File: src/rtl/quiz_arbiter_pkg.sv
// quiz_pkg: shared definitions for the quiz arbiter.
//   NUM_PLAYERS  - number of player buttons
//   WINNER_W     - width of the BCD winner code
//   state_t      - arbiter state encoding
//   pick_player  - priority pick among simultaneous press events,
//                  searching upward from a base index with wrap-around
package quiz_pkg;

    localparam int unsigned NUM_PLAYERS = 4;
    localparam int unsigned WINNER_W    = 4;

    typedef enum logic [2:0] {
        ST_IDLE    = 3'd0,
        ST_ARMED   = 3'd1,
        ST_LOCKED  = 3'd2,
        ST_TIMEOUT = 3'd3,
        ST_FOUL    = 3'd4
    } state_t;

    function automatic logic [1:0] pick_player(input logic [NUM_PLAYERS-1:0] ev,
                                               input logic [1:0]             base);
        logic [1:0] sel;
        logic [1:0] idx;
        logic       found;
        sel   = '0;
        idx   = '0;
        found = 1'b0;
        for (int unsigned i = 0; i < NUM_PLAYERS; i++) begin
            idx = base + 2'(i);
            if (!found && ev[idx]) begin
                sel   = idx;
                found = 1'b1;
            end
        end
        return sel;
    endfunction

endpackage

File: src/rtl/quiz_arbiter_key_filter.sv
// key_filter: qualifies one player key.
//   clock_1 - system clock (rising edge)
//   reset   - asynchronous active-low reset
//   key     - pre-synchronised active-high button
//   press   - one-cycle event, high while the HOLD_CYCLES-th consecutive
//             high sample is being taken (consumed on that same edge)
module key_filter
    import quiz_pkg::*;
#(
    parameter int unsigned HOLD_CYCLES = 2
) (
    input  logic clock_1,
    input  logic reset,
    input  logic key,
    output logic press
);

    logic [3:0] cnt;

    // Saturating run-length of high samples; saturation stops repeat events.
    always_ff @(posedge clock_1 or negedge reset) begin
        if (!reset) begin
            cnt <= '0;
        end else if (!key) begin
            cnt <= '0;
        end else if (cnt != 4'(HOLD_CYCLES)) begin
            cnt <= cnt + 4'd1;
        end
    end

    assign press = key && (cnt == 4'(HOLD_CYCLES - 1));

endmodule

File: src/rtl/quiz_arbiter.sv
// quiz_arbiter: quiz-show buzzer arbiter.
//   clock_1     - system clock (rising edge)
//   reset       - asynchronous active-low reset
//   start/clear - host control pulses
//   key[3:0]    - player buttons, bit i = player i+1
//   timeout     - countdown expired
//   C_en        - countdown enable (high while armed)
//   cnt_reset_n - one-cycle active-low countdown reload on arming
//   winner      - BCD player number, 0 = none
//   led         - one-hot winner/fouler indicator
//   foul        - early-press flag
//   buzz        - buzzer drive, BUZZ_CYCLES long
// Build option: QUIZ_ARBITER_RR_PRIORITY_EN selects rotating priority
// (default build uses fixed lowest-player-wins priority).
module quiz_arbiter
    import quiz_pkg::*;
#(
    parameter int unsigned HOLD_CYCLES = 2,
    parameter int unsigned BUZZ_CYCLES = 4
) (
    input  logic                   clock_1,
    input  logic                   reset,
    input  logic                   start,
    input  logic                   clear,
    input  logic [NUM_PLAYERS-1:0] key,
    input  logic                   timeout,
    output logic                   C_en,
    output logic                   cnt_reset_n,
    output logic [WINNER_W-1:0]    winner,
    output logic [NUM_PLAYERS-1:0] led,
    output logic                   foul,
    output logic                   buzz
);

    state_t                 state;
    state_t                 next_state;
    logic [NUM_PLAYERS-1:0] ev;
    logic                   any_press;
    logic [1:0]             sel;
    logic [1:0]             prio_base;
    logic                   arm_pulse;
    logic [15:0]            buzz_cnt;
    logic                   grab;

    for (genvar g = 0; g < NUM_PLAYERS; g++) begin : g_kf
        key_filter #(.HOLD_CYCLES(HOLD_CYCLES)) u_kf (
            .clock_1 (clock_1),
            .reset   (reset),
            .key     (key[g]),
            .press   (ev[g])
        );
    end

    assign any_press = |ev;
    assign sel       = pick_player(ev, prio_base);

`ifdef QUIZ_ARBITER_RR_PRIORITY_EN
    // Only a won round moves the pointer; fouls leave it alone.
    always_ff @(posedge clock_1 or negedge reset) begin
        if (!reset) begin
            prio_base <= '0;
        end else if (state == ST_ARMED && next_state == ST_LOCKED) begin
            prio_base <= sel + 2'd1;
        end
    end
`else
    assign prio_base = '0;
`endif

    always_comb begin
        next_state = state;
        case (state)
            ST_IDLE: begin
                if (start) begin
                    next_state = ST_ARMED;
                end else if (any_press) begin
                    next_state = ST_FOUL;
                end
            end
            ST_ARMED: begin
                // A press beats a timeout arriving on the same edge.
                if (any_press) begin
                    next_state = ST_LOCKED;
                end else if (timeout) begin
                    next_state = ST_TIMEOUT;
                end
            end
            default: next_state = state;
        endcase
        if (clear) begin
            next_state = ST_IDLE;
        end
    end

    assign grab = (next_state != state) &&
                  (next_state == ST_LOCKED || next_state == ST_FOUL);

    always_ff @(posedge clock_1 or negedge reset) begin
        if (!reset) begin
            state     <= ST_IDLE;
            C_en      <= 1'b0;
            arm_pulse <= 1'b0;
            winner    <= '0;
            led       <= '0;
            foul      <= 1'b0;
            buzz_cnt  <= '0;
        end else begin
            state     <= next_state;
            C_en      <= (next_state == ST_ARMED);
            arm_pulse <= (next_state == ST_ARMED) && (state != ST_ARMED);
            if (clear) begin
                winner   <= '0;
                led      <= '0;
                foul     <= 1'b0;
                buzz_cnt <= '0;
            end else if (grab) begin
                winner   <= WINNER_W'(sel) + WINNER_W'(1);
                led      <= NUM_PLAYERS'(1) << sel;
                foul     <= (next_state == ST_FOUL);
                buzz_cnt <= 16'(BUZZ_CYCLES);
            end else if (buzz_cnt != '0) begin
                buzz_cnt <= buzz_cnt - 16'd1;
            end
        end
    end

    assign cnt_reset_n = ~arm_pulse;
    assign buzz        = (buzz_cnt != '0);

endmodule

File: config.mk
export PLATFORM = sky130hd
export DESIGN_NAME = quiz_arbiter
export DESIGN_NICKNAME = d
export VERILOG_FILES = /design/src/rtl/quiz_arbiter_pkg.sv /design/src/rtl/quiz_arbiter_key_filter.sv /design/src/rtl/quiz_arbiter.sv
export SDC_FILE = /design/constraint.sdc
export NUM_CORES = 1
export LEC_CHECK = 0
export BUFFER_PORTS_ARGS = -buffer_cell sky130_fd_sc_hd__buf_2
export CAP_MARGIN = 20
export CORE_MARGIN = 2
export CORE_UTILIZATION = 45
export DETAILED_ROUTE_END_ITERATION = 10
export HOLD_SLACK_MARGIN = 0.06
export MAX_ROUTING_LAYER = met4
export PLACE_DENSITY = 0.65
export RECOVER_POWER = 50
export SETUP_SLACK_MARGIN = 0.3
export SYNTH_ARGS = -nofsm -noshare
export SYNTH_HDL_FRONTEND = slang
export SYNTH_HIERARCHICAL = 1
export SYNTH_SLANG_ARGS = --single-unit
File: constraint.sdc
create_clock -name clock_1 -period 2.3 [get_ports clock_1]
set_input_delay 0.23 -clock clock_1 [delete_from_list [all_inputs] [get_ports clock_1]]
set_output_delay 0.23 -clock clock_1 [all_outputs]
set_load 0.01 [all_outputs]
==> metrics.txt <==
status finished clean; post-layout minimum cycle time ~2.3 ns; WL final roughly 5800 um; CTS Buf Count 5; GP Congestion roughly 0.83; CP endpoint kind flip-flop; setup TNS 0 ns; share of the synthesized area in the top cell type 0.4171; Async S/R FF share, synth 1.000; peak supply drop 0.0005065 V; Startpoint Class flip-flop; share of layout cells above drive strength 1 0.3829; Netlist cell types between 50 and 60; Hold WC Path Type in2reg; Final Net Count between 300 and 400; Mean Syn Cell Area 10.15 um^2; row count 27; Tcrit/Tclk final 0.9811; buffers and inverters on the worst path 3; pin count of the biggest net entering global routing 27; num ports 21; number of synthesized flops with an enable pin 0; CTS sink cnt 44; Buffers on Ports 19; fin cells about 390; CP max-delay cell or4_4; CP max FO 7; # diodes 0; pwr/cell area about 1300 mW/mm^2; Finish-stage setup viols 0; net count after synthesis approximately 290; MaxCap Viol Count 0; core area between 0.005 and 0.006 mm^2; sequential share of the synthesized area 0.4171; Worst R2R Setup Slack around 0.043 ns; grt ovf 0; via count roughly 2.1k; critical path class reg2reg; Final HPWL DP about 3700 um; fill cell count ~450; TritonRoute pass-1 iters 4; placed cells about 360; critical path required time between 2 and 3 ns; total track usage 0.2007; CP Data Arrival Time 2.47 ns; CP max stage delay between 0.5 and 0.6 ns; post-route ant nets 0; P&R area growth vs syn 31.28%; clk slew on worst S/H paths ~0.090 ns; register bit total from synthesis between 40 and 50; CTS Buffer Depth 2; initial core utilization 0.4736; Initial DRC Count approximately 120; Ys Warns 6; Hold Fails Final Rpt 0; Tightest Pin Transition around 1.1 ns; CTS tree done; ys flop type dfrtp_1; skew final 0.005526 ns; buffer type at the clock tree root clkbuf_8; Synth area leader dfrtp_1; Post-Synthesis Cells 260; clk_lat worst skew approximately 0.30 ns; htree depth 2; Avg WL per Cell between 10 and 15 um; Leakage Power approximately 1.5 nW; Top delay family on crit path simple AND/OR/NAND/NOR gates; Die X 80.60 um; RSZ-0062 raised after global routing true; max-slew violation count 0; cells along the critical path ha_2, nand2_2, nor3_2, or4_4, o211ai_1, buf_4, a221oi_4, buf_12, buf_6, a211oi_2; Multi-input gate area roughly 0.0016 mm^2; Peak Freq approximately 440 MHz; vias in the first global route slightly above 2k; vias per inst about 5.4; Die Y between 80 and 90 um; first-pass GRT wire length slightly below 10000 um; antenna violations before repair 0; Die Area 0.006496 mm^2; Reg area 0.001101 mm^2; Rel. slew slack 0.2753; Synth area leaders dfrtp_1 (42%), ha_1 (8.1%), nand2b_1 (3.1%); cell area after synthesis 0.002640 mm^2; DRC viols 0
[worst min-delay path: stages]
cell	delay [ns]
buf_2	0.13
o21ai_0	0.07
a21oi_1	0.04
[what timing repair did]
action | 4_1_cts | 5_1_grt
resized for setup | 36 | 7
pin swaps | 8 | 5
setup endpoints to repair | 24 | 24
hold buffers | 1 | 0
gates cloned | 1 | 0
buffers inserted | 12 | 2
endpoints found under the hold margin | 9 | 0
[cell usage in the layout (no fill, tap or decap), types with 5 or more instances in the layout]
master,count
nand3_1,7
xnor2_1,9
clkbuf_8,7
inv_1,14
and2_1,8
nand2_1,7
nand3b_1,6
nor2b_1,6
a21oi_1,7
buf_4,28
dfrtp_1,44
mux2_4,5
nand2b_1,13
nor2_1,13
o21ai_0,8
buf_2,17
a211oi_2,8
ha_1,13
o31ai_1,5
[final timing paths]
check	startpoint	end	depth (start not counted)
worst max-delay path	g_kf[0].u_kf/cnt[0]	buzz_cnt[10]	10
worst max register to register	g_kf[0].u_kf/cnt[0]	buzz_cnt[10]	10
max in group asynchronous	reset	led[0]	3
min in group asynchronous	reset	buzz_cnt[15]	2
worst min-delay path	key[0]	g_kf[0].u_kf/cnt[1]	3
worst min register to register	foul	foul	2
[where the power goes]
part | internal (mW) | total (mW) | switching (mW)
sequential | 0.988 | 1.21 | 0.218
clock | 0.384 | 0.662 | 0.278
combinational | 1.36 | 2.51 | 1.15
[metal layers]
metal | wire length, um | global-route usage
met1 | 2658 | 0.2646
met2 | 2892 | 0.3217
met3 | 152 | 0.03708
met4 | 85 | 0.04915
met5 | 0 | -
[per-stage QoR]
step / setup WS (ns) / power (mW) / hold slack (ns) / cell area, um^2 / utilization
floorplan: 0.06228 / 2.587 / -0.06559 / 2668 / -
global placement: 0.008842 / 3.140 / 0.1113 / 2982 / 0.5349
detailed placement: -0.05161 / 3.185 / 0.1124 / 2982 / 0.5349
CTS: 0.06819 / 4.295 / 0.1999 / 3425 / 0.6144
global route: -0.05988 / 4.727 / 0.2116 / 3466 / 0.6218
finish: 0.04337 / 4.382 / 0.2018 / 3466 / 0.6218
[layout make-up]
| cell class | instances | share of cell area |
|---|---|---|
| inverters | 17 | 0.01986 |
| clock buffers | 7 | 0.02780 |
| well taps | 72 | 0.02599 |
| clock inverters | 1 | 0.008664 |
| flip-flops and latches | 44 | 0.3177 |
| multi-input cells | 189 | 0.4646 |
| repair buffers | 58 | 0.1354 |
[cells by family after synthesis]
group	share of synthesized area
fa+ha+maj	0.08057
mux	0.03649
simple gates	0.2611
buf+inv	0.04786
xor+xnor	0.02986
flops	0.4171
other cells	0.001420
compound gates	0.1256
[cell usage after synthesis, drive strengths merged, types with 8 or more instances]
library cell and count:
ha 17, o21ai 8, xnor2 9, a211oi 10
nand2 10, nor3 10, and2 9, nand2b 13
inv 17, nor2 13, dfrtp 44
[flip-flops by register name, summed over array words and instances, names as in the netlist]
name and flops:
C_en 1, arm_pulse 1, buzz_cnt 16, foul 1, g_kf.u_kf/cnt 16, led 3
state 3, winner 3
(Power assumes the default switching activity.)
